--- src/rtl/mii_sf_switch.sv ---
// mii_sf_switch: N-port store-and-forward packet buffer for MII-style byte streams.
// Ports:
//   clk         clock, all logic on posedge
//   rst_n       synchronous active-low reset
//   rxd_i       rx data, port i = [i*DW +: DW]
//   rx_dv_i     rx valid per port, high for the whole packet
//   txd_o       tx data, same packing as rxd_i, 0 whenever tx_en_o is low
//   tx_en_o     tx enable per port
//   drop_o      1-cycle pulse per port when a packet is discarded
//   pkt_cnt_o   packets forwarded per port, 16 bits each, saturating   (PKT_STATS_EN only)
//   drop_cnt_o  packets dropped per port, 16 bits each, saturating     (PKT_STATS_EN only)
// Optional feature macro: PKT_STATS_EN adds the per-port statistics counters.
module mii_sf_switch #(
  parameter int N_PORTS = 2,
  parameter int DW      = 8,
  parameter int DEPTH   = 16,
  parameter int IFG     = 2
) (
  input  logic                  clk,
  input  logic                  rst_n,
  input  logic [N_PORTS*DW-1:0] rxd_i,
  input  logic [N_PORTS-1:0]    rx_dv_i,
  output logic [N_PORTS*DW-1:0] txd_o,
  output logic [N_PORTS-1:0]    tx_en_o,
`ifdef PKT_STATS_EN
  output logic [N_PORTS-1:0]    drop_o,
  output logic [N_PORTS*16-1:0] pkt_cnt_o,
  output logic [N_PORTS*16-1:0] drop_cnt_o
`else
  output logic [N_PORTS-1:0]    drop_o
`endif
);
  localparam int AW = $clog2(DEPTH);
  localparam int GW = $clog2(IFG + 1);
  // RX_SKIP swallows a packet already in progress when reset is released
  typedef enum logic [1:0] {RX_IDLE, RX_WR, RX_DROP, RX_SKIP} rx_state_e;
  typedef enum logic [1:0] {TX_IDLE, TX_SEND, TX_GAP} tx_state_e;
  for (genvar p = 0; p < N_PORTS; p++) begin : g_port
    logic [DW-1:0] mem_q [DEPTH];
    logic [DEPTH-1:0] eop_q;
    rx_state_e rx_q, rx_d;
    tx_state_e tx_q, tx_d;
    logic [AW:0] wr_ptr_q, wr_ptr_d, start_q, start_d, rd_ptr_q, rd_ptr_d, pkts_q, pkts_d;
    logic [GW-1:0] gap_q, gap_d;
    logic [DW-1:0] txd_q, txd_d;
    logic [AW-1:0] last;
    logic tx_en_q, tx_en_d, drop_q, drop_d, full, we, commit, sent, rx_dv;
    assign rx_dv = rx_dv_i[p];
    assign last = wr_ptr_q[AW-1:0] - AW'(1);
    // full counts committed and uncommitted entries, against the pre-read rd pointer
    assign full = (wr_ptr_q[AW] != rd_ptr_q[AW]) && (wr_ptr_q[AW-1:0] == rd_ptr_q[AW-1:0]);
    always_comb begin
      rx_d = rx_q;
      wr_ptr_d = wr_ptr_q;
      start_d = start_q;
      we = 1'b0;
      commit = 1'b0;
      drop_d = 1'b0;
      case (rx_q)
        RX_IDLE: if (rx_dv) begin
          start_d = wr_ptr_q;
          rx_d = full ? RX_DROP : RX_WR;
          we = !full;
        end
        RX_WR: if (!rx_dv) begin
          commit = 1'b1;
          rx_d = RX_IDLE;
        end else if (full) begin
          rx_d = RX_DROP;
          wr_ptr_d = start_q;
        end else we = 1'b1;
        RX_DROP: if (!rx_dv) begin
          drop_d = 1'b1;
          rx_d = RX_IDLE;
        end
        default: rx_d = rx_dv ? RX_SKIP : RX_IDLE;
      endcase
      if (we) wr_ptr_d = wr_ptr_q + 1'b1;
    end
    always_comb begin
      tx_d = tx_q;
      rd_ptr_d = rd_ptr_q;
      gap_d = gap_q;
      tx_en_d = 1'b0;
      txd_d = '0;
      sent = 1'b0;
      case (tx_q)
        TX_IDLE: tx_d = (pkts_q != '0) ? TX_SEND : TX_IDLE;
        TX_SEND: begin
          tx_en_d = 1'b1;
          txd_d = mem_q[rd_ptr_q[AW-1:0]];
          rd_ptr_d = rd_ptr_q + 1'b1;
          sent = eop_q[rd_ptr_q[AW-1:0]];
          tx_d = sent ? TX_GAP : TX_SEND;
          gap_d = '0;
        end
        default: begin
          gap_d = gap_q + 1'b1;
          // last gap cycle hands straight to SEND so the idle gap is exactly IFG
          if (gap_q == GW'(IFG - 1)) tx_d = (pkts_q != '0) ? TX_SEND : TX_IDLE;
        end
      endcase
      pkts_d = pkts_q + (AW+1)'(commit) - (AW+1)'(sent);
    end
    always_ff @(posedge clk) begin
      if (!rst_n) begin
        rx_q <= RX_SKIP;
        tx_q <= TX_IDLE;
        wr_ptr_q <= '0;
        start_q <= '0;
        rd_ptr_q <= '0;
        pkts_q <= '0;
        gap_q <= '0;
        txd_q <= '0;
        tx_en_q <= 1'b0;
        drop_q <= 1'b0;
      end else begin
        rx_q <= rx_d;
        tx_q <= tx_d;
        wr_ptr_q <= wr_ptr_d;
        start_q <= start_d;
        rd_ptr_q <= rd_ptr_d;
        pkts_q <= pkts_d;
        gap_q <= gap_d;
        txd_q <= txd_d;
        tx_en_q <= tx_en_d;
        drop_q <= drop_d;
      end
    end
    always_ff @(posedge clk) begin
      if (rst_n && we) begin
        mem_q[wr_ptr_q[AW-1:0]] <= rxd_i[p*DW +: DW];
        eop_q[wr_ptr_q[AW-1:0]] <= 1'b0;
      end
      if (rst_n && commit) eop_q[last] <= 1'b1;
    end
    assign txd_o[p*DW +: DW] = txd_q;
    assign tx_en_o[p] = tx_en_q;
    assign drop_o[p] = drop_q;
`ifdef PKT_STATS_EN
    logic [15:0] pkt_cnt_q, drop_cnt_q;
    always_ff @(posedge clk) begin
      if (!rst_n) begin
        pkt_cnt_q <= '0;
        drop_cnt_q <= '0;
      end else begin
        if (sent && pkt_cnt_q != 16'hFFFF) pkt_cnt_q <= pkt_cnt_q + 16'd1;
        if (drop_d && drop_cnt_q != 16'hFFFF) drop_cnt_q <= drop_cnt_q + 16'd1;
      end
    end
    assign pkt_cnt_o[p*16 +: 16] = pkt_cnt_q;
    assign drop_cnt_o[p*16 +: 16] = drop_cnt_q;
`endif
  end
endmodule

--- config.mk ---
export PLATFORM = sky130hd
export DESIGN_NAME = mii_sf_switch
export DESIGN_NICKNAME = d
export VERILOG_FILES = /design/src/rtl/mii_sf_switch.sv
export SDC_FILE = /design/constraint.sdc
export NUM_CORES = 1
export LEC_CHECK = 0
export ABC_AREA = 1
export ABC_CLOCK_PERIOD_IN_PS = 4900
export CAP_MARGIN = 25
export CORE_UTILIZATION = 55
export DETAILED_ROUTE_END_ITERATION = 12
export GPL_ROUTABILITY_DRIVEN = 0
export PLACE_DENSITY_LB_ADDON = 0.15
export SLEW_MARGIN = 15
export SYNTH_ARGS = -nofsm -noshare
export SYNTH_HDL_FRONTEND = slang
export SYNTH_SLANG_ARGS = --single-unit
--- constraint.sdc ---
create_clock -name clk -period 4.9 [get_ports clk]
set_clock_uncertainty 0.2 [all_clocks]
set_input_delay 0.735 -clock clk [delete_from_list [all_inputs] [get_ports clk]]
set_output_delay 0.735 -clock clk [all_outputs]
set_load 0.03 [all_outputs]
==> results_dict.tcl, run 1 <==
set metrics [dict create \
    io_buffers 39 \
    crit_chain "inv_2 > nand2_1 > nand3_1 > nand2_1 > nand2_1 > nand2_1 > inv_1 > nand2_1 > nand2_1 > inv_1 > ha_1 > inv_1 > ha_1 > inv_1 > fa_1 > nor3_1 > a211oi_1 > o21ai_0 > a21oi_1" \
    cap_violations 0 \
    globalRouteOverflowTotal 0 \
    hold_class "reg2reg" \
    die_w_um 168.6 \
    viasPerCell 5.584 \
    hold_violations 0 \
    grt_pass1_wl_mm 54.98 \
    wirelength_mm 34.36 \
    synth_seq_cells 360 \
    num_rows 60 \
    netlist_area_um2 15270 \
    critPathCaptureType "register" \
    hold_slack_ps 244.5 \
    cellLeakagePower_nw 6.051 \
    tns_ps 0 \
    grt_antenna_before_repair 0 \
    path_class "reg2reg" \
    core_area_um2 27100 \
    drtPass1Iterations 6 \
    ys.flop_type "edfxtp_1" \
    reg2reg_depth 19 \
    grt_usage_pct 24.99 \
    crit_cells 19 \
    fmax_mhz 284.1 \
    synth.avg_cell_area_um2 10.57 \
    cp_slowest_cell "dfxtp_2" \
    maxSlewHeadroom_pct 37.40 \
    wl_met2_mm 15.52 \
    finalSetupViolCount 0 \
    cts_resized 0 \
    r2r_end "g_port[0].pkts_q[4]" \
    postCtsHoldBufs 0 \
    cts.sinks 360 \
    ys_seq_area_share_pct 63.96 \
    cts_max_level 2 \
    synth_cell_types 43 \
    clockBufferDepth 3 \
    ant_nets 0 \
    highest_layer "met4" \
    drive_gt1_share_pct 8.328 \
    grt_setup_unrepaired "false" \
    antenna_cells 0 \
    final.period_utilization_pct 71.84 \
    synthCells 1445 \
    grt_pass1_vias 10090 \
    status "complete, no violations" \
    period_needed_ps 3520 \
    synth-edff-count 256 \
    die_area_um2 28440 \
    ir_worst_vdd_uv 360.8 \
    critPathMaxFanout 36 \
    wl_met3_mm 2.380 \
    synthArstFlopShare_pct 0 \
    crit_top_cell "nand2_1" \
    cts_buffers 38 \
    path_buf_inv 5 \
    start_util_pct 56.36 \
    reg2reg_slack_ps 1380 \
    maxSlewViolCount 0 \
    area_growth_pct 11.20 \
    endpoint "g_port[0].pkts_q[4]" \
    synthesis.nets 1494 \
    p_per_area_nw_per_um2 479.9 \
    dp_hpwl_mm 21.59 \
    die_h_um 168.6 \
    drt_iter0_markers 1094 \
    ctsRootBufferMaster "clkbuf_16" \
    drc_errors 0 \
    path_delay_family "simple AND/OR/NAND/NOR gates" \
    drt-met1-wl_mm 15.86 \
    post-cts-setup-buffer-count 0 \
    cts_tree "built" \
    startpoint "g_port[0].rd_ptr_q[0]" \
    ioPinCount 40 \
    yosys_warnings 0 \
    power_mw 8.151 \
    crit_required_ps 5100 \
    routed-via-count 10390 \
    critPathArrivalTime_ps 3720 \
    r2r-start "g_port[0].rd_ptr_q[0]" \
    path_clk_slew_ps 60 \
    grt_max_degree 55 \
    cp-start-kind "register" \
    nets 1509 \
    slowest_delay_ps 650 \
    wire_per_inst_um 18.46 \
    clk_latency_ps 530 \
    worst_slew_pin_slew_ps 938.0 \
]
-- cell usage in the layout (no fill, tap or decap), drive strengths merged, types with 2 or more instances in the layout --
| master | instances |
|---|---|
| edfxtp | 256 |
| nor2 | 239 |
| o21ai | 200 |
| nand2 | 198 |
| inv | 118 |
| dfxtp | 104 |
| clkbuf | 51 |
| nand3 | 49 |
| a21oi | 44 |
| o22ai | 40 |
| clkdlybuf4s50 | 39 |
| o211ai | 34 |
| ha | 27 |
| nor3 | 20 |
| clkinv | 15 |
| a31oi | 11 |
| xor2 | 9 |
| buf | 8 |
| xnor2 | 5 |
| nor4 | 3 |
| clkinvlp | 3 |
| and3 | 2 |
| nand4 | 2 |
| o311ai | 2 |
| nand3b | 2 |
| a211oi | 2 |
| fa | 2 |
-- metal layers --
metal	vias to the layer above	global-route usage, %
met5	-	0
met3	47	4.816
met4	0	6.996
li1	5028	-
met2	323	38.79
met1	4993	36.04
-- metrics by stage --
| step | worst slack [ps] | cells | area, µm² | util [%] |
|---|---|---|---|---|
| after floorplan | 2154 | 1445 | 15270 | - |
| after global placement | 1418 | 1792 | 15800 | 58.30 |
| after detailed placement | 1353 | 1792 | 15800 | 58.30 |
| after CTS | 1401 | 1861 | 16980 | 62.67 |
| after global routing | 994.2 | 1861 | 16980 | 62.67 |
| final | 1380 | 1861 | 16980 | 62.67 |
-- where the power goes --
part           switching [mW]  internal [mW]  leakage [nW]
registers               0.138           3.43          3.15
clock network            1.15           1.58         0.578
logic                    1.26          0.593          2.32
-- synth_stat cells (all sizes together) (2+ instances only) --
library cell | instances | share of area (%)
inv | 117 | 2.9
nand2 | 198 | 4.9
clkinv | 2 | 0.049
ha | 27 | 2.2
a21oi | 44 | 1.5
xor2 | 9 | 0.57
o21ai | 200 | 6.9
nand3 | 49 | 1.9
a31oi | 11 | 0.45
o22ai | 40 | 1.6
nand4 | 2 | 0.082
xnor2 | 5 | 0.34
fa | 2 | 0.26
nor4 | 3 | 0.12
a211oi | 2 | 0.098
and3 | 2 | 0.082
dfxtp | 104 | 14
nand3b | 2 | 0.098
o211ai | 34 | 1.7
buf | 48 | 2.0
nor2 | 239 | 6.7
clkbuf | 24 | 0.59
edfxtp | 256 | 50
o311ai | 2 | 0.11
nor3 | 20 | 0.72
-- worst reg2reg max path: stages, from the launching register on --
cell and delay [ps]:
dfxtp_2 650, inv_2 410, nand2_1 170, nand3_1 70
nand2_1 80, nand2_1 50, nand2_1 90, inv_1 40
nand2_1 90, nand2_1 70, inv_1 90, ha_1 230
inv_1 60, ha_1 160, inv_1 50, fa_1 400
nor3_1 190, a211oi_1 80, o21ai_0 170, a21oi_1 50
-- cell type report --
cell class | instances | area (µm²)
clock inverter | 18 | 121.4
timing repair buffer | 47 | 450.4
tap | 372 | 465.4
clock buffer | 51 | 1062
multi-input combinational | 894 | 4664
sequential | 360 | 9773
fill | 2180 | 10120
inverter | 119 | 446.7
-- registers in the layout (all words and copies together), names as in the netlist, 4 cells and up --
name,cells
g_port.mem_q,256
g_port.eop_q,32
g_port.txd_q,16
g_port.pkts_q,10
g_port.rd_ptr_q,10
g_port.start_q,10
g_port.wr_ptr_q,10
g_port.gap_q,4
g_port.rx_q,4
g_port.tx_q,4
-- cells by family after synthesis --
| group | synth area share [%] |
|---|---|
| xor+xnor | 0.9012 |
| simple gates | 14.70 |
| buf+inv | 5.497 |
| fa+ha+maj | 2.474 |
| compound gates | 12.47 |
| flops | 63.96 |
-- how the worst min path moves through the flow --
| stage | start | end | slack [ps] | cells after the start |
|---|---|---|---|---|
| 6_report | g_port[0].start_q[1] | g_port[0].start_q[1] | 240 | 2 |
| 2_1_floorplan | g_port[0].start_q[4] | g_port[0].start_q[4] | 220 | 2 |
| 5_1_grt | g_port[0].eop_q[0] | g_port[0].eop_q[0] | 290 | 2 |
| 4_1_cts | g_port[0].start_q[1] | g_port[0].start_q[1] | 250 | 2 |
| 3_3_place_gp | g_port[0].start_q[1] | g_port[0].start_q[1] | 230 | 2 |
| 3_5_place_dp | g_port[0].start_q[1] | g_port[0].start_q[1] | 240 | 2 |
Note: power is estimated with default switching activity, not from simulation.
==> run 2, diff against run 1 <==
- ABC_CLOCK_PERIOD_IN_PS: 4900 -> 3200
- clock period: 4.9 -> 3.2 ns (I/O delays scaled with it)
==> run 2 against run 1 <==
Register-to-register slack worse by 1000 ps; global-route usage decreased by 1.2 points; die area unchanged; clock power increased by 53%; via count rose by 0.13%.
==> results_dict.tcl, run 2 (same netlist as run 1, synthesis figures left out) <==
set metrics [dict create \
    status "complete, no violations" \
    drc_errors 0 \
    wirelength_mm 33.11 \
    grt_pass1_wl_mm 53.02 \
    die_w_um 168.6 \
    hold_violations 0 \
    grt_antenna_before_repair 0 \
    cts_buffers 38 \
    r2r-start "g_port[0].rd_ptr_q[0]" \
    finalSetupViolCount 0 \
    wire_per_inst_um 17.54 \
    finalWorstSetupSlack_ps 336.7 \
    largest_reg_flops 256 \
    reg2reg_depth 17 \
    path_class "reg2reg" \
    pre_cts_ws_ps 306.0 \
    crit_required_ps 3400 \
    fin_cells 1887 \
    crit_chain "inv_2 > nand2_1 > nand3_1 > nand3_1 > nand3_1 > nand2_1 > nand2_1 > inv_1 > ha_1 > inv_1 > ha_1 > inv_1 > fa_1 > nor3_1 > a211oi_1 > o21ai_0 > a21oi_1" \
    critPathArrivalTime_ps 3060 \
    globalRouteOverflowTotal 0 \
    start_util_pct 56.36 \
    use_met2_pct 37.18 \
    clockBufferDepth 3 \
    path_buf_inv 4 \
    cts_tree "built" \
    cellLeakagePower_nw 6.199 \
    use_met3_pct 3.227 \
    min_to "g_port[0].start_q[1]" \
    cp-start-kind "register" \
    nets 1537 \
    die_area_um2 28440 \
    post-cts-setup-buffer-count 0 \
    clk_latency_ps 530 \
    grt_setup_unrepaired "false" \
    reg2reg_slack_ps 340 \
    grt_max_degree 65 \
    cp_slowest_cell "dfxtp_4" \
    cap_violations 0 \
    ioPinCount 40 \
    critPathCaptureType "register" \
    tns_ps 0 \
    viasPerCell 5.514 \
    drive_gt1_share_pct 9.703 \
    path_clk_slew_ps 60 \
    maxSlewViolCount 0 \
    mostFrequentLayoutCells "edfxtp_1 (256), nor2_1 (219), nand2_1 (197)" \
    grt_busiest_layer "met2" \
    grt_pass1_vias 9896 \
    drt_iter0_markers 925 \
    final.period_utilization_pct 89.48 \
    ant_nets 0 \
    period_needed_ps 2863 \
    worst_slew_pin_slew_ps 701.2 \
    r2r_end "g_port[0].pkts_q[4]" \
    worstHoldPathCells 2 \
    place_inst 1820 \
    drtPass1Iterations 5 \
    routed-via-count 10400 \
    final_core_utilization_pct 63.47 \
    grt_use_met1_pct 35.04 \
    postCtsHoldBufs 0 \
    critPathMaxFanout 14 \
    num_rows 60 \
    power_mw 12.41 \
    area_growth_pct 12.62 \
    slowest_delay_ps 390 \
    fmax_mhz 349.3 \
    path_delay_family "adder cells" \
    cts.sinks 360 \
    core_area_um2 27100 \
    hold_class "reg2reg" \
    layout_commonest_cell "edfxtp_1" \
    p_per_area_nw_per_um2 721.6 \
    antenna_cells 0 \
    dp_hpwl_mm 20.62 \
    ir_worst_vdd_uv 655.0 \
    maxSlewHeadroom_pct 52.89 \
    grt_usage_pct 23.77 \
    hp-start "g_port[0].start_q[1]" \
    io_buffers 39 \
    cts_max_level 2 \
    die_h_um 168.6 \
    ctsRootBufferMaster "clkbuf_16" \
]
## run 2: per-layer routing
| layer | wire [µm] | vias up | share of wire [%] |
|---|---|---|---|
| met2 | 14960 | 303 | 45 |
| met5 | 0 | - | 0 |
| met4 | 607 | 0 | 1.8 |
| li1 | - | 5083 | - |
| met1 | 15560 | 4973 | 47 |
| met3 | 1975 | 45 | 6.0 |
## run 2: where the power goes
part	switching [mW]	internal [mW]
registers	0.201	5.25
clock network	1.74	2.45
logic	1.84	0.924
total	3.78	8.63
## run 2: worst max path at each step
stage                                from  depth (start not counted)                   to  slack [ps]
detailed placement  g_port[0].rd_ptr_q[1]                         18  g_port[0].pkts_q[4]         310
floorplan           g_port[1].rd_ptr_q[0]                         19  g_port[1].pkts_q[4]         450
finish              g_port[0].rd_ptr_q[0]                         17  g_port[0].pkts_q[4]         340
global placement               rx_dv_i[1]                         12  g_port[1].pkts_q[4]         380
global route        g_port[0].rd_ptr_q[0]                         19  g_port[0].pkts_q[4]          30
CTS                 g_port[0].rd_ptr_q[1]                         16  g_port[0].pkts_q[4]         270
## run 2: timing repair
item,4_1_cts,5_1_grt
endpoints found under the setup margin,0,2
gates resized for setup,0,4
hold endpoints to repair,0,0
## run 2: cell type report
| cell class | instances | area, µm² |
|---|---|---|
| Inverter | 119 | 446.7 |
| Multi-Input combinational cell | 894 | 4664 |
| Fill cell | 2132 | 9899 |
| Clock buffer | 58 | 1097 |
| Tap cell | 372 | 465.4 |
| Timing Repair Buffer | 75 | 660.6 |
| Clock inverter | 9 | 85.08 |
| Sequential cell | 360 | 9782 |
## run 2: worst register-to-register path, cell delays in order (launching register included)
cell and delay (ps):
dfxtp_4 390, inv_2 160, nand2_1 80, nand3_1 90, nand3_1 90, nand3_1 110, nand2_1 80, nand2_1 80
inv_1 50, ha_1 280, inv_1 60, ha_1 160, inv_1 50, fa_1 390, nor3_1 180, a211oi_1 70
o21ai_0 160, a21oi_1 50
## run 2: through the flow
step	cell area (µm²)	hold WS (ps)
after floorplan	15270	224.0
final	17200	250.0
after detailed placement	16010	244.3
after global routing	17200	271.4
after CTS	17190	252.5
after global placement	16010	241.8
==> run 3, diff against run 2 <==
- GPL_ROUTABILITY_DRIVEN: 0 -> 1
==> run 3 against run 2 <==
Utilization fell by 0.15 points; critical path depth rose by 2; clock power fell by 3%; cell count did not move; global-route usage rose by 0.21 points; die area did not move; flip-flop and latch count did not move; register-to-register slack improved by 20 ps.
==> results_dict.tcl, run 3 (same netlist as run 1, synthesis figures left out) <==
set metrics [dict create \
    status "complete, no violations" \
    final.period_utilization_pct 88.71 \
    wire_per_inst_um 17.40 \
    grt_pass1_wl_mm 54.01 \
    drive_gt1_share_pct 9.835 \
    cap_violations 0 \
    finalSetupViolCount 0 \
    area_growth_pct 12.36 \
    ant_nets 0 \
    clkPwrFrac_pct 33.1 \
    power.switching_mw 3.780 \
    cellLeakagePower_nw 6.178 \
    final_core_utilization_pct 63.32 \
    num_rows 60 \
    drc_errors 0 \
    hold_violations 0 \
    worst_slew_pin_slew_ps 705.8 \
    use_met2_pct 38.19 \
    nets 1535 \
    routabilityCongestion 0.9130 \
    grt_usage_pct 23.98 \
    dp_hpwl_mm 20.52 \
    cts_tree "built" \
    grt_setup_unrepaired "false" \
    drtPass1Iterations 5 \
    combPwrFrac_pct 22.5 \
    path_class "reg2reg" \
    die_area_um2 28440 \
    slowest_delay_ps 410 \
    die_h_um 168.6 \
    maxSlewHeadroom_pct 52.80 \
    p_per_area_nw_per_um2 715.5 \
    ioPinCount 40 \
    grt_max_degree 65 \
    fmax_mhz 352.3 \
    clockBufferDepth 3 \
    post-cts-setup-buffer-count 0 \
    cp-start-kind "register" \
    critPathArrivalTime_ps 3040 \
    critPathCaptureType "register" \
    power.internal_mw 8.499 \
    seq_power_share_pct 44.4 \
    viasPerCell 5.489 \
    grt_use_met1_pct 34.52 \
    path_buf_inv 5 \
    switching_share_pct 30.78 \
    power_mw 12.28 \
    maxSlewViolCount 0 \
    path_delay_family "adder cells" \
    grt_antenna_before_repair 0 \
    drt_iter0_markers 937 \
    path_clk_slew_ps 60 \
    globalRouteOverflowTotal 0 \
    start_util_pct 56.36 \
    cts_buffers 37 \
    ir_worst_vdd_uv 552.7 \
    wirelength_mm 32.83 \
    grt_pass1_vias 10220 \
    core_area_um2 27100 \
    critPathMaxFanout 17 \
    hold_class "reg2reg" \
    mostFrequentLayoutCells "edfxtp_1 (256), nor2_1 (219), nand2_1 (197)" \
    largest_reg_flops 256 \
    crit_chain "inv_2 > nand2_1 > nand3_1 > nand2_1 > nand2_1 > nand2_1 > inv_1 > nand2_1 > nand2_1 > inv_1 > ha_1 > inv_1 > ha_1 > inv_1 > fa_1 > nor3_1 > a211oi_1 > o21ai_0 > a21oi_1" \
    die_w_um 168.6 \
    clk_latency_ps 520 \
    grt_busiest_layer "met2" \
    crit_top_cell "nand2_1" \
    cts_max_level 2 \
    cts.sinks 360 \
    antenna_cells 0 \
    hold_slack_ps 257.5 \
    crit_required_ps 3400 \
    cp_slowest_cell "dfxtp_4" \
    ctsRootBufferMaster "clkbuf_16" \
    layout_commonest_cell "edfxtp_1" \
    finalWorstSetupSlack_ps 361.4 \
    io_buffers 39 \
    pre_cts_ws_ps 267.5 \
    use_met3_pct 3.437 \
    period_needed_ps 2839 \
    tns_ps 0 \
    routed-via-count 10360 \
]
-- run 3: timing repair --
| action | in CTS | in global routing |
|---|---|---|
| gates resized for setup | 0 | 3 |
| setup endpoints to repair | 0 | 2 |
| hold buffers | 0 | 0 |
-- run 3: cell type report --
class                           instances  area [µm²]
Clock inverter                         23       186.4
Tap cell                              372       465.4
Multi-Input combinational cell        894        4664
Fill cell                            2211        9940
Sequential cell                       360        9779
Timing Repair Buffer                   74       653.1
Clock buffer                           45       965.9
Inverter                              119       446.7
-- run 3: path summary, 6_finish.rpt --
check	slack, ps	end	depth (start not counted)	startpoint
max	360	g_port[1].pkts_q[4]	19	g_port[1].rd_ptr_q[0]
max reg2reg	360	g_port[1].pkts_q[4]	19	g_port[1].rd_ptr_q[0]
min	260	g_port[0].start_q[1]	2	g_port[0].start_q[1]
min reg2reg	260	g_port[0].start_q[1]	2	g_port[0].start_q[1]
-- run 3: metrics by stage --
step / cells / instance area [µm²]
5_1_grt: 1887 / 17160
3_3_place_gp: 1819 / 16000
4_1_cts: 1887 / 17160
6_report: 1887 / 17160
3_5_place_dp: 1819 / 16000
2_1_floorplan: 1445 / 15270
-- run 3: power by group through the flow --
stage	registers, mW	logic, mW	clock network [mW]
finish	5.45	2.76	4.07
global route	5.48	3.14	4.31
CTS	5.44	2.77	4.14
detailed placement	5.54	2.76	0
global placement	5.53	2.70	0
floorplan	5.52	2.05	0
-- run 3: metal layers --
| metal | share of wire [%] | up-vias |
|---|---|---|
| li1 | - | 5085 |
| met1 | 47 | 4977 |
| met2 | 46 | 239 |
| met3 | 4.9 | 57 |
| met4 | 2.1 | 0 |
| met5 | 0 | - |
-- run 3: worst register-to-register path, cell delays in order, from the launching register on --
cell and delay, ps:
dfxtp_4 410, inv_2 160, nand2_1 70, nand3_1 60, nand2_1 60, nand2_1 50
nand2_1 50, inv_1 50, nand2_1 50, nand2_1 80, inv_1 60, ha_1 280
inv_1 50, ha_1 150, inv_1 50, fa_1 390, nor3_1 220, a211oi_1 80
o21ai_0 150, a21oi_1 50
==> RTL edit 1, RTL diff (config.mk and constraints of run 1) <==
`DEPTH`: 16 -> 32.
--- a/src/rtl/mii_sf_switch.sv
+++ b/src/rtl/mii_sf_switch.sv
@@ -14,5 +14,5 @@
   parameter int N_PORTS = 2,
   parameter int DW      = 8,
-  parameter int DEPTH   = 16,
+  parameter int DEPTH   = 32,
   parameter int IFG     = 2
 ) (
Check against the original RTL: same outputs for any inputs over 4 cycles, from zero or initial values and one cycle with rst_n low; that may be too few to reach the edited logic, so the function may still have changed.
==> RTL edit 1 against run 1 <==
Sequential cell count up 296; sequential power rose by 79%; count of clock-buffer cells in the layout grew 34; synthesized area rose by 79%; non-clock buffer count is 27 higher; design area grew 79%; combinational power is 110% higher; routed wire length is 96% higher; fmax decreased by 8.8%; power rose by 90%; worst setup slack lost 0.34 ns; sequential share of layout area up 2.5 points; critical endpoint unchanged.
==> RTL edit 1: results <==
{
  "outcome": "complete, no violations",
  "clk_latency_ns": 0.62,
  "io_buffers": 39,
  "synth.distinct_cells": 43,
  "antenna_found_initial": 0,
  "synthTopCellsByArea": "edfxtp_1, dfxtp_1, o21ai_0, nor2_1, nand2_1",
  "drive_above_1_share_pct": 7.28,
  "cts_setup_buffers": 0,
  "grt_start_max_net_pins": 151,
  "synthArstFlopShare_pct": 0,
  "max-vdd-ir-drop_uv": 355,
  "firstDrtPassIters": 6,
  "clock_tree.buffer_depth": 3,
  "diodes": 0,
  "synth-seq-area-share_pct": 66.7,
  "num_vias": 19100,
  "synth_common_cells": "edfxtp_1, nor2_1, o21ai_0",
  "synth_edf_count": 512,
  "leakage_nw": 10.6,
  "htreeDepth": 3,
  "holdPathStages": 1,
  "clk_pin_slew_ns": 0.06,
  "fillers": 3897,
  "finalNonFillerCells": 3289,
  "holdCritPathClass": "register to register",
  "worstRegToRegCells": 17,
  "crit_arrival_ns": 4.15,
  "largest_register_ffs": 512,
  "cp_max_fo": 24,
  "grt_pass1_wl_um": 105000,
  "slew_headroom_pct": 27.4,
  "cts_root_buf": "clkbuf_16",
  "grt.total_usage_pct": 27.2,
  "post_cts_resized": 0,
  "hpwlAfterDp_um": 41000,
  "first_iter_violations": 1866,
  "power.switching_mw": 5.04,
  "setup_viol_count_final": 0,
  "synthCells": 2581,
  "cts-buffers-inserted": 69,
  "wirelength_um": 67200,
  "place_inst": 3161,
  "yosysWarnings": 0
}
RTL edit 1: cell types whose count changed after synthesis, sizes merged, moves of 15 or more:
cell and change:
edfxtp +256, nor2 +238, o21ai +189, nand2 +135, nand3 +60, clkbuf +51, o22ai +43, dfxtp +40
buf +34, inv +24, o211ai +24, a21oi +15
RTL edit 1: per-stage QoR:
| step | util [%] | cell area, um^2 | worst slack [ns] |
|---|---|---|---|
| floorplan | - | 27400 | 2.05 |
| global placement | 57.3 | 28100 | 0.975 |
| detailed placement | 57.3 | 28100 | 1.05 |
| CTS | 61.9 | 30400 | 1.05 |
| global route | 62.0 | 30400 | 0.689 |
| finish | 62.0 | 30400 | 1.04 |
RTL edit 1: path summary, 6_finish.rpt:
check,from,end,slack [ns]
worst max register to register,g_port[0].rd_ptr_q[2],g_port[0].pkts_q[4],1.04
worst max-delay path,g_port[0].rd_ptr_q[2],g_port[0].pkts_q[4],1.04
worst min-delay path,g_port[1].rx_q[0],g_port[1].drop_q,0.21
worst min register to register,g_port[1].rx_q[0],g_port[1].drop_q,0.21
RTL edit 1: critical path, cell delays in order, from the launching register on:
cell and delay, ns:
dfxtp_1 0.31, buf_4 0.30, clkinv_1 0.63, nand2_1 0.34
a21oi_1 0.06, nor2_1 0.10, nand2_1 0.08, nand3_1 0.21
inv_1 0.08, ha_1 0.29, inv_1 0.06, ha_1 0.15
inv_1 0.05, fa_1 0.40, nor3_1 0.20, a211oi_1 0.08
o21ai_0 0.15, a21oi_1 0.05
RTL edit 1: layer usage:
metal	routed length, um	vias up	global-route usage [%]
met3	3770	177	3.85
met1	26700	9218	33.7
met5	0	-	0
met4	3090	0	13.3
met2	33700	720	46.7
li1	-	9009	-
RTL edit 1: power groups by stage:
| stage | logic [mW] | registers (mW) | clock network [mW] |
|---|---|---|---|
| 4_1_cts | 3.88 | 6.38 | 5.28 |
| 6_report | 3.92 | 6.38 | 5.21 |
| 3_3_place_gp | 3.81 | 6.48 | 0 |
| 3_5_place_dp | 3.86 | 6.49 | 0 |
| 2_1_floorplan | 2.70 | 6.51 | 0 |
| 5_1_grt | 4.35 | 6.40 | 5.49 |
RTL edit 1: area by class of cell:
| class | instances | area (um^2) | area share, % |
|---|---|---|---|
| flip-flops and latches | 656 | 18300 | 60.1 |
| clock buffers | 85 | 1830 | 6.01 |
| inverters | 145 | 548 | 1.80 |
| clock inverters | 42 | 448 | 1.47 |
| well taps | 664 | 831 | 2.73 |
| repair buffers | 74 | 658 | 2.16 |
| multi-input cells | 1623 | 7820 | 25.7 |
RTL edit 1: cell families after synthesis:
family,after synthesis,share of synthesized area (%)
buffers and inverters,302,4.72
flip-flops,656,66.7
AND/OR/NAND/NOR,966,14.3
adder cells (fa/ha/maj),32,1.52
AO/OA/AOI/OAI,609,12.2
XOR/XNOR,16,0.539
==> RTL edit 2, RTL diff (config.mk and constraints of run 1) <==
Made on the original files. Re-encode `tx_state_e` (3 states) as one-hot, 3 bits wide.
--- a/src/rtl/mii_sf_switch.sv
+++ b/src/rtl/mii_sf_switch.sv
@@ -35,5 +35,5 @@
   // RX_SKIP swallows a packet already in progress when reset is released
   typedef enum logic [1:0] {RX_IDLE, RX_WR, RX_DROP, RX_SKIP} rx_state_e;
-  typedef enum logic [1:0] {TX_IDLE, TX_SEND, TX_GAP} tx_state_e;
+  typedef enum logic [2:0] {TX_IDLE = 3'b001, TX_SEND = 3'b010, TX_GAP = 3'b100} tx_state_e;
   for (genvar p = 0; p < N_PORTS; p++) begin : g_port
     logic [DW-1:0] mem_q [DEPTH];
Behaviour: no difference found for any inputs over 4 cycles, from zero or initial values and one cycle with rst_n low; so few cycles prove little.
==> RTL edit 2 against run 1 <==
Critical path depth stayed put; final cell count rose by 0.70%; count of clock-buffer cells in the layout is 2 higher; design area is 1.4% higher; synthesized area increased by 0.48%; worst setup slack worse by 0.18 ns; routed wire length up 1.6%; first-iteration DRC count up 16%; sequential cell count rose by 2; power down 7.4%; critical path type unchanged; critical endpoint is now g_port[1].pkts_q[4].
==> RTL edit 2: results <==
{
  "outcome": "complete, no violations",
  "min_from": "g_port[1].start_q[1]",
  "wl_per_cell_um": 18.6,
  "hpwlAfterDp_um": 21900,
  "placed_area_um2": 15900,
  "first_iter_violations": 1271,
  "final_nets": 1521,
  "seqPwrFrac_pct": 46.5,
  "worstReg2RegStart": "g_port[1].rd_ptr_q[0]",
  "gr-usage-met3_pct": 3.32,
  "wirelength_um": 34900,
  "synth.distinct_cells": 42,
  "cp_max_fo": 50,
  "grtUsageMet2_pct": 36.9,
  "met2_length_um": 15500,
  "synth_common_cells": "edfxtp_1, nor2_1, nand2_1",
  "cts_root_buf": "clkbuf_16",
  "synth-seq-area-share_pct": 63.9,
  "crit_arrival_ns": 3.89,
  "avgSynthCellArea_um2": 10.6,
  "grtUsageMet1_pct": 38.0,
  "met1_length_um": 16300,
  "firstDrtPassIters": 7,
  "routed_via_density": 5.63,
  "leakage_nw": 6.21,
  "wl_met3_um": 2640,
  "grt.total_usage_pct": 24.7,
  "max-vdd-ir-drop_uv": 300,
  "place_inst": 1802,
  "cts-buffers-inserted": 39,
  "grt_pass1_wl_um": 54300,
  "max_slew.worst_pin.slew_ns": 0.925,
  "grt_start_max_net_pins": 59,
  "clk_latency_ns": 0.53,
  "cts_setup_buffers": 0,
  "drive_above_1_share_pct": 8.59,
  "clock_power_share_pct": 39.8,
  "first_global_vias": 9793,
  "holdPathStages": 2,
  "swShare_pct": 26.3,
  "crit_start": "g_port[1].rd_ptr_q[0]",
  "ff2ff_setup_slack_ns": 1.20,
  "worstReg2RegEnd": "g_port[1].pkts_q[4]",
  "synthTopCellsByArea": "edfxtp_1, dfxtp_1, o21ai_0, nor2_1, nand2_1",
  "hold_path_end": "g_port[1].start_q[1]"
}
==> RTL edit 2: cell types whose count changed in the layout (fill, tap and decap cells not counted), moves of 3 or more <==
cell and delta:
o22ai_1 -4, nor3_1 -3, nor2_1 -4, bufinv_16 +3, nand2_1 +12, inv_1 +3
a31oi_1 +6, a21oi_1 -5, o21ai_0 -6, inv_2 -5, nand3_1 +4
==> RTL edit 2: cell type report <==
| class | count | area, um^2 |
|---|---|---|
| Tap cell | 372 | 465 |
| Timing Repair Buffer | 48 | 458 |
| Clock buffer | 53 | 1110 |
| Multi-Input combinational cell | 903 | 4720 |
| Sequential cell | 362 | 9810 |
| Inverter | 117 | 439 |
| Fill cell | 2176 | 9950 |
| Clock inverter | 19 | 218 |
==> RTL edit 2: critical path, cell delays in order, from the launching register on <==
cell and delay (ns):
dfxtp_2 0.74, inv_2 0.51, nand2_1 0.17, nand3_1 0.08, nand2_1 0.09, nand2_1 0.05
nand2_1 0.07, inv_1 0.04, nand2_1 0.07, nand2_1 0.09, inv_1 0.07, ha_1 0.22
inv_1 0.06, ha_1 0.16, inv_1 0.06, fa_1 0.40, nor3_1 0.20, a211oi_1 0.08
o21ai_0 0.14, a21oi_1 0.05
==> RTL edit 2: cells by family after synthesis <==
group,after synthesis,share of synthesized area (%)
XOR/XNOR,14,0.799
buffers and inverters,189,5.33
flip-flops,362,63.9
AND/OR/NAND/NOR,526,14.9
AO/OA/AOI/OAI,333,12.5
adder cells (fa/ha/maj),30,2.54
==> RTL edit 2: through the flow <==
stage	hold WS, ns	setup slack (ns)	total power [mW]
5_1_grt	0.268	0.836	7.84
3_5_place_dp	0.242	1.25	4.59
6_report	0.252	1.20	7.55
2_1_floorplan	0.225	2.17	4.32
4_1_cts	0.254	1.20	7.58
3_3_place_gp	0.237	1.29	4.57
